$ cat src/rtl/hba_gpio_irq_pkg.sv
// Shared constants for the HBA GPIO slave with edge interrupts: register map,
// bus FSM encoding and the default debounce length.
package hba_gpio_irq_pkg;

    localparam int unsigned REG_DIR      = 0;
    localparam int unsigned REG_OUT      = 1;
    localparam int unsigned REG_IN       = 2;
    localparam int unsigned REG_RISE_EN  = 3;
    localparam int unsigned REG_FALL_EN  = 4;
    localparam int unsigned REG_INT_STAT = 5;
    localparam int unsigned REG_INT_EN   = 6;

    localparam logic [0:0] ST_IDLE = 1'b0;
    localparam logic [0:0] ST_ACK  = 1'b1;

    localparam int unsigned DEFAULT_DEBOUNCE_CYCLES = 16;

endpackage

$ cat src/rtl/gpio_in_filter.sv
// Per-pin input conditioning: 2-flop synchroniser, optional debounce
// (HBA_GPIO_IRQ_DEBOUNCE_EN), previous-value register and raw edge flags.
module gpio_in_filter
    import hba_gpio_irq_pkg::*;
#(
    parameter int unsigned DEBOUNCE_CYCLES = DEFAULT_DEBOUNCE_CYCLES
) (
    input  logic clk,
    input  logic reset_n,
    input  logic pin,
    output logic filt,
    output logic rise_c,
    output logic fall_c
);

    logic sync1_q;
    logic sync2_q;
    logic prev_q;

    if (DEBOUNCE_CYCLES < 2) begin : g_cfg_err
        $error("gpio_in_filter: DEBOUNCE_CYCLES must be at least 2");
    end

    always_ff @(posedge clk or negedge reset_n) begin
        if (!reset_n) begin
            sync1_q <= 1'b0;
            sync2_q <= 1'b0;
        end else begin
            sync1_q <= pin;
            sync2_q <= sync1_q;
        end
    end

`ifdef HBA_GPIO_IRQ_DEBOUNCE_EN
    localparam int unsigned CNT_W = $clog2(DEBOUNCE_CYCLES);

    logic [CNT_W-1:0] cnt_q;
    logic             filt_q;

    // filt follows sync only after DEBOUNCE_CYCLES consecutive differing cycles
    always_ff @(posedge clk or negedge reset_n) begin
        if (!reset_n) begin
            cnt_q  <= '0;
            filt_q <= 1'b0;
        end else if (sync2_q == filt_q) begin
            cnt_q <= '0;
        end else if (cnt_q == CNT_W'(DEBOUNCE_CYCLES - 1)) begin
            cnt_q  <= '0;
            filt_q <= sync2_q;
        end else begin
            cnt_q <= cnt_q + CNT_W'(1);
        end
    end

    assign filt = filt_q;
`else
    assign filt = sync2_q;
`endif

    always_ff @(posedge clk or negedge reset_n) begin
        if (!reset_n) begin
            prev_q <= 1'b0;
        end else begin
            prev_q <= filt;
        end
    end

    assign rise_c = filt & ~prev_q;
    assign fall_c = ~filt & prev_q;

endmodule

$ cat src/rtl/hba_gpio_irq.sv
// HBA bus GPIO slave: direction/output registers, filtered inputs and sticky
// W1C edge interrupts. Optional debounce via HBA_GPIO_IRQ_DEBOUNCE_EN.
module hba_gpio_irq
    import hba_gpio_irq_pkg::*;
#(
    parameter int unsigned DBUS_WIDTH      = 8,
    parameter int unsigned REG_ADDR_WIDTH  = 8,
    parameter int unsigned GPIO_WIDTH      = 8,
    parameter int unsigned DEBOUNCE_CYCLES = DEFAULT_DEBOUNCE_CYCLES
) (
    input  logic                      clk,
    input  logic                      reset_n,
    input  logic                      hba_select,
    input  logic                      hba_rnw,
    input  logic [REG_ADDR_WIDTH-1:0] hba_abus,
    input  logic [DBUS_WIDTH-1:0]     hba_dbus,
    output logic [DBUS_WIDTH-1:0]     hba_dbus_slave,
    output logic                      hba_xferack_slave,
    output logic                      hba_interrupt_slave,
    output logic [GPIO_WIDTH-1:0]     gpio_out_en,
    output logic [GPIO_WIDTH-1:0]     gpio_out_sig,
    input  logic [GPIO_WIDTH-1:0]     gpio_in_sig
);

    if (GPIO_WIDTH < 1 || GPIO_WIDTH > DBUS_WIDTH) begin : g_cfg_err
        $error("hba_gpio_irq: GPIO_WIDTH must be in 1..DBUS_WIDTH");
    end

    logic [0:0]            state_q;
    logic [0:0]            state_nxt;
    logic                  accept_c;
    logic [GPIO_WIDTH-1:0] dir_q, out_q, rise_en_q, fall_en_q, int_stat_q, int_en_q;
    logic [DBUS_WIDTH-1:0] rdata_q, rd_mux_c;
    logic [GPIO_WIDTH-1:0] wdata_c, w1c_c, events_c;
    logic [GPIO_WIDTH-1:0] filt, rise_c, fall_c;
    logic                  irq_q;
    logic [1:0]            prime_q;
    logic                  primed_c;

    for (genvar i = 0; i < int'(GPIO_WIDTH); i++) begin : g_pin
        gpio_in_filter #(
            .DEBOUNCE_CYCLES(DEBOUNCE_CYCLES)
        ) u_filter (
            .clk    (clk),
            .reset_n(reset_n),
            .pin    (gpio_in_sig[i]),
            .filt   (filt[i]),
            .rise_c (rise_c[i]),
            .fall_c (fall_c[i])
        );
    end

    // Bus FSM: one ACK cycle per accepted transfer
    always_ff @(posedge clk or negedge reset_n) begin
        if (!reset_n) begin
            state_q <= ST_IDLE;
        end else begin
            state_q <= state_nxt;
        end
    end

    always_comb begin
        state_nxt = state_q;
        accept_c  = 1'b0;
        case (state_q)
            ST_IDLE: begin
                if (hba_select) begin
                    state_nxt = ST_ACK;
                    accept_c  = 1'b1;
                end
            end
            ST_ACK:  state_nxt = ST_IDLE;
            default: state_nxt = ST_IDLE;
        endcase
    end

    always_comb begin
        rd_mux_c = '0;
        case (hba_abus)
            REG_ADDR_WIDTH'(REG_DIR):      rd_mux_c = DBUS_WIDTH'(dir_q);
            REG_ADDR_WIDTH'(REG_OUT):      rd_mux_c = DBUS_WIDTH'(out_q);
            REG_ADDR_WIDTH'(REG_IN):       rd_mux_c = DBUS_WIDTH'(filt);
            REG_ADDR_WIDTH'(REG_RISE_EN):  rd_mux_c = DBUS_WIDTH'(rise_en_q);
            REG_ADDR_WIDTH'(REG_FALL_EN):  rd_mux_c = DBUS_WIDTH'(fall_en_q);
            REG_ADDR_WIDTH'(REG_INT_STAT): rd_mux_c = DBUS_WIDTH'(int_stat_q);
            REG_ADDR_WIDTH'(REG_INT_EN):   rd_mux_c = DBUS_WIDTH'(int_en_q);
            default:                       rd_mux_c = '0;
        endcase
    end

    assign wdata_c  = hba_dbus[GPIO_WIDTH-1:0];
    assign w1c_c    = (accept_c && !hba_rnw && hba_abus == REG_ADDR_WIDTH'(REG_INT_STAT))
                      ? wdata_c : '0;
    assign primed_c = (prime_q == 2'd3);
    // Edge events win over a same-cycle W1C because they are OR-ed in last
    assign events_c = primed_c ? ((rise_c & rise_en_q) | (fall_c & fall_en_q)) : '0;

    always_ff @(posedge clk or negedge reset_n) begin
        if (!reset_n) begin
            dir_q      <= '0;
            out_q      <= '0;
            rise_en_q  <= '0;
            fall_en_q  <= '0;
            int_stat_q <= '0;
            int_en_q   <= '0;
            rdata_q    <= '0;
            irq_q      <= 1'b0;
            prime_q    <= 2'd0;
        end else begin
            rdata_q <= '0;
            if (accept_c && hba_rnw) begin
                rdata_q <= rd_mux_c;
            end
            if (accept_c && !hba_rnw) begin
                case (hba_abus)
                    REG_ADDR_WIDTH'(REG_DIR):     dir_q     <= wdata_c;
                    REG_ADDR_WIDTH'(REG_OUT):     out_q     <= wdata_c;
                    REG_ADDR_WIDTH'(REG_RISE_EN): rise_en_q <= wdata_c;
                    REG_ADDR_WIDTH'(REG_FALL_EN): fall_en_q <= wdata_c;
                    REG_ADDR_WIDTH'(REG_INT_EN):  int_en_q  <= wdata_c;
                    default: ;
                endcase
            end
            int_stat_q <= (int_stat_q & ~w1c_c) | events_c;
            irq_q      <= (|int_stat_q) & int_en_q[0];
            if (!primed_c) begin
                prime_q <= prime_q + 2'd1;
            end
        end
    end

    assign hba_xferack_slave   = (state_q == ST_ACK);
    assign hba_dbus_slave      = rdata_q;
    assign hba_interrupt_slave = irq_q;
    assign gpio_out_en         = dir_q;
    assign gpio_out_sig        = out_q;

endmodule
$ cat config.mk
export PLATFORM = sky130hd
export DESIGN_NAME = hba_gpio_irq
export DESIGN_NICKNAME = d
export VERILOG_FILES = /design/src/rtl/hba_gpio_irq_pkg.sv /design/src/rtl/gpio_in_filter.sv /design/src/rtl/hba_gpio_irq.sv
export SDC_FILE = /design/constraint.sdc
export NUM_CORES = 1
export LEC_CHECK = 0
export ABC_CLOCK_PERIOD_IN_PS = 1700
export CORE_MARGIN = 3
export CORE_UTILIZATION = 48
export DETAILED_ROUTE_END_ITERATION = 8
export PLACE_DENSITY = 0.76
export SYNTH_ARGS = -nofsm -noshare
export SYNTH_HDL_FRONTEND = slang
export SYNTH_HIERARCHICAL = 1
export SYNTH_SLANG_ARGS = --single-unit
$ cat constraint.sdc
create_clock -name clk -period 1.7 [get_ports clk]
set_clock_uncertainty 0.05 [all_clocks]
set_input_delay 0.34 -clock clk [delete_from_list [all_inputs] [get_ports clk]]
set_output_delay 0.34 -clock clk [all_outputs]
set_load 0.1 [all_outputs]
Yosys cells after proc, flatten, opt, wreduce, memory -nomap -nowiden
Cells that the tools add are included.
Cells by class
  $add $sub $neg: 1
  $mul: 0
  divide/modulo/power cells: 0
  order comparisons: 0
  eq/ne operators: 7
  shift operators: 0
  muxes and demuxes: 7
  bitwise operators: 40
  reduce and logical (&&, ||, !) cells: 11
Operators by type and width (number)
  one-hot mux 8 bit (7 select lines): 1
  bitwise AND 8 bit: 3
  == test 8 x 3 -> 1 bit, second input constant: 3
  2-to-1 mux 8 bit: 3
  bitwise AND 1 bit: 17
  NOT 1 bit: 17
  == test 8 x 2 -> 1 bit, second input constant: 2
  OR 8 bit: 2
  AND reduction 2 bit: 5
  == test 8 x 1 -> 1 bit, second input constant: 1
  logical NOT 8 bit: 1
  NOT 8 bit: 1
  OR reduction 8 bit: 1
  logical AND 1 bit: 3
  adder 2 x 1 -> 2 bit, second input constant: 1
  == test 2 bit, second input constant: 1
  2-to-1 mux 1 bit: 2
  one-hot mux 1 bit (2 select lines): 1
  logical NOT 1 bit: 1
Word-level totals
  bits in registers: 84
  latch bits: 0
  bits in writable memories: 0
  memory bits (read-only): 0
  output and inout port bits: 26
  word-level logic and storage cells: 100
  memories: 0

Longest topological paths before layout
  depth in word-level cells: 8
  mapped depth: 6

Cells and area by module
The synthesis kept the hierarchy.
By module, submodules not included
  hba_gpio_irq: instances 1, cells an instance 222, area an instance 2887.8 um^2
  gpio_in_filter: instances 8, cells an instance 5, area an instance 90.1 um^2

Least setup slack after synthesis
No wires, ideal clock.
  path type: reg-to-reg
  from: register state_q, in the netlist hba_xferack_slave
  to: register fall_en_q[0]
  setup time: 0.125 ns
  arrival time: 1.944 ns
  required time: 1.525 ns
  setup slack: -0.419 ns
  cell stages (with the launch flop): 6
  period minus slack after synthesis: 2.119 ns
  cell sequence: dfrtp_1 nand2b_1 nor4b_2 buf_4 nand2_4 mux2_4
Between the ends
  word-level cells in the longest chain between the ends: 3
Ends and longest elaborated chain
  from (decl): line hba_gpio_irq.sv:29  | logic [0:0] state_q;
  from (signal assigned): line hba_gpio_irq.sv:58  | state_q <= state_nxt;
  2-to-1 mux 1 bit: line hba_gpio_irq.sv:65  | case (state_q)
  logical AND 1 bit: line hba_gpio_irq.sv:114  | if (accept_c && !hba_rnw) begin
  AND reduction 2 bit (no line)
  to (signal assigned): line hba_gpio_irq.sv:119  | REG_ADDR_WIDTH'(REG_FALL_EN): fall_en_q <= wdata_c;
  to (decl): line hba_gpio_irq.sv:32  | logic [GPIO_WIDTH-1:0] dir_q, out_q, rise_en_q, fall_en_q, int_stat_q, int_en_q;
Every way passes these cells.
A chain may end at the register's enable or synchronous reset.

Worst setup path after layout
  from: input hba_abus[5]
  to: register dir_q[5], in the netlist gpio_out_en[5]
Between the ends
  word-level cells in the longest chain between the ends: 2
Ends and longest elaborated chain
  from (decl): line hba_gpio_irq.sv:15  | input logic [REG_ADDR_WIDTH-1:0] hba_abus,
  logical NOT 8 bit: line hba_gpio_irq.sv:115  | case (hba_abus)
  AND reduction 2 bit (no line)
  to (signal assigned): line hba_gpio_irq.sv:116  | REG_ADDR_WIDTH'(REG_DIR): dir_q <= wdata_c;
  to (decl): line hba_gpio_irq.sv:32
Every way passes these cells.

==> results by group <==
Floorplan
  • Initial core utilization: 0.511
  • Die ar.: 8590 sq um
  • Top Ports: 54
  • Row count: 30
  • DIE WIDTH: 92.7 microns
  • Die H: 92.7 microns
  • Core Region: 7060 sq um

Worst setup path
  • Startpoint Class: input pin
  • Critical-path cell list: clkbuf_2 > or4_4 > nor4b_4 > buf_4 > nand2_8 > mux2_4
  • CP Class: in2reg
  • Reg2reg start: hba_xferack_slave
  • Slowest cell on the critical path: or4_4
  • Crit path arrival time: 1960 ps
  • Crit path capture type: register
  • Critical path fanouts, max: 8
  • Required @ worst endpoint: 1900 ps
  • CP endpoint: gpio_out_en[5]
  • R2R Setup Slk: -20 ps
  • Worst-case reg-to-reg path depth: 5
  • Critical Path Source: hba_abus[5]
  • Delay of the slowest critical-path stage: 550 ps
  • Reg-to-Reg End: gpio_out_en[5]

Cells and area
  • Area growth syn-to-layout: 39.5%
  • Share of cells above drive strength 1: 0.441
  • Finished Core Util: 0.713
  • Layout fillers: 502
  • Multi-input gate area: 1510 sq um
  • Register area: 2110 sq um
  • Nets: 380
  • Antenna Cells: 0

Synthesis
  • Most common cell in the netlist: dfrtp_1
  • Yosys warnings: 6
  • Flop and latch count out of synthesis: 84
  • Ys flop type: dfrtp_1
  • Most instantiated cells after synthesis: dfrtp_1, mux2_2, a22o_1
  • Post-synthesis cell type count: 32
  • Netlist Area Pre-Place: 3610 sq um
  • Post-synthesis async set-or-reset flop share: 1.00
  • EDFF count, synth: 0
  • Dominant cell type by area after synthesis: dfrtp_1
  • Ranking of synthesized cells by area: dfrtp_1, mux2_2, mux2_4
  • Synth Area per Inst: 13.8 sq um
  • Post-Syn Nets: 291
  • Mapped Cells: 262
  • Register area share after synthesis: 0.583
  • Share of the synthesized area in the top cell type: 0.583

Detailed routing
  • Iteration-0 DRC Markers: 144
  • Vias per Instance: 5.77
  • Pre-antenna DRT Iters: 4
  • Wire per inst: 20.0 microns
  • Vias: 2,610
  • Routed WL: 9.05 mm
  • DRC: 0
  • DRT antenna net count: 0

Clocking
  • CTS sink cnt: 84
  • Root Buffer: clkbuf_8
  • H-tree level count: 3
  • CTS clk-pin slew, worst paths: 80 ps
  • Clk Latency, worst-skew pair: 370 ps
  • Num CTS Buffers: 9
  • TritonCTS clock tree: yes
  • Max clock buf depth: 2

Placement
  • Final HPWL DP: 6.14 mm
  • # port buffers: 53
  • Dpl ws: -772 ps
  • GPL Wtd Cong: 0.894

Worst hold path
  • Worst hold path class: reg2reg
  • Worst hold stages: 0

Power and ir drop
  • Leakage: 2.34 nW
  • Pwr Density: 827 nW/um^2
  • Post-route total power: 4.17 mW
  • Worst VDD drop: 0.561 mV

Global routing
  • Vias in the first global route: 2,800
  • Initial antenna violation count: 0
  • Total GRT Usage: 0.229
  • Congestion Overflow GR: 0
  • First-pass GRT wire length: 14.8 mm
  • Pin count of the biggest net entering global routing: 41

STA
  • Setup tns final: -849 ps
  • Tmin final: 1760 ps
  • RSZ-0062 raised after global routing: true
  • Pins Over Slew Limit: 0
  • FMAX: 0.568 GHz
  • Worst hold slack: 302 ps
  • Final setup viols: 27
  • Hold Vio Cnt, Final: 0
  • Period Utilization, post-route: 1.04
  • Worst-Margin Slew: 709 ps
  • Final setup margin: -59.6 ps
  • Worst slew margin: 0.526

Status
  • Failing checks: negative setup slack
  • Outcome: complete, but fails checks

Job
  • Max-Cap Viols: 0
## critical path: cells and delay by family
kind,cells,cell delay [ps]
and+or+nand+nor,3,1010
muxes,1,330
buffers and inverters,2,290
## layout make-up
class	instances	area share
Inverter	1	0.000746
Tap cell	96	0.0239
Multi-Input combinational cell	167	0.300
Sequential cell	84	0.418
Clock inverter	5	0.0114
Clock buffer	11	0.0301
Timing Repair Buffer	88	0.215
## per-stage QoR
step                instances  area [sq um]
floorplan                 262          3630
global placement          434          4760
detailed placement        434          4760
CTS                       453          5010
global route              452          5030
finish                    452          5030
## layer usage
layer  share of wire  global-route usage
met2            0.50               0.377
met4           0.021              0.0806
met1            0.41               0.286
met3           0.072              0.0699
met5               0                   0
## cells in the final DEF, fill, tap and decap left out, types with 3 or more instances in the layout
cell type and n:
dfrtp_1 81, mux2_2 33, buf_4 30, buf_12 28, a22o_1 22, clkdlybuf4s50_1 21
mux2_4 16, nand3_1 14, nor2b_1 13, clkbuf_8 11, a31oi_1 8, and2b_2 8
nor3b_1 6, a21oi_1 6, a22oi_1 6, buf_6 5, nor2_1 4, nand2_1 4
nand3_2 3, dfrtp_2 3
## how the worst min path moves through the flow
stage | startpoint | to | slack (ps)
2_1_floorplan | reset_n | fall_en_q[0] | -6
3_3_place_gp | reset_n | g_pin[6].u_filter/prev_q | 250
3_5_place_dp | reset_n | g_pin[6].u_filter/filt | 250
4_1_cts | g_pin[7].u_filter/sync1_q | g_pin[7].u_filter/filt | 300
5_1_grt | g_pin[7].u_filter/sync1_q | g_pin[7].u_filter/filt | 310
6_report | g_pin[3].u_filter/sync1_q | g_pin[3].u_filter/filt | 300
## sequential cells by signal, summed over array words and instances (netlist names), 8 cells and up
signal and cells:
fall_en_q 8, g_pin.u_filter/filt 8, g_pin.u_filter/prev_q 8, g_pin.u_filter/sync1_q 8, gpio_out_en 8, gpio_out_sig 8, hba_dbus_slave 8, int_en_q 8
int_stat_q 8, rise_en_q 8
## timing repair
item	4_1_cts	5_1_grt
hold endpoints to repair	28	0
hold buffers	1	0
setup buffers	2	0
pin swaps	2	5
setup endpoints to repair	56	54
gates resized for setup	16	11
## kinds of logic after synthesis
group	share of synthesized area
AO/OA/AOI/OAI	0.0992
flip-flops	0.583
multiplexers	0.175
XOR/XNOR	0.00243
AND/OR/NAND/NOR	0.125
buffers and inverters	0.0125
adder cells (fa/ha/maj)	0.00347
## power by group
group / switching (mW) / internal [mW] / leakage, nW / total, mW
Combinational: 0.257 / 0.242 / 1.13 / 0.499
Clock: 0.729 / 0.762 / 0.110 / 1.49
Sequential: 0.0849 / 2.09 / 1.09 / 2.18
Note: power is estimated with default switching activity, not from simulation.
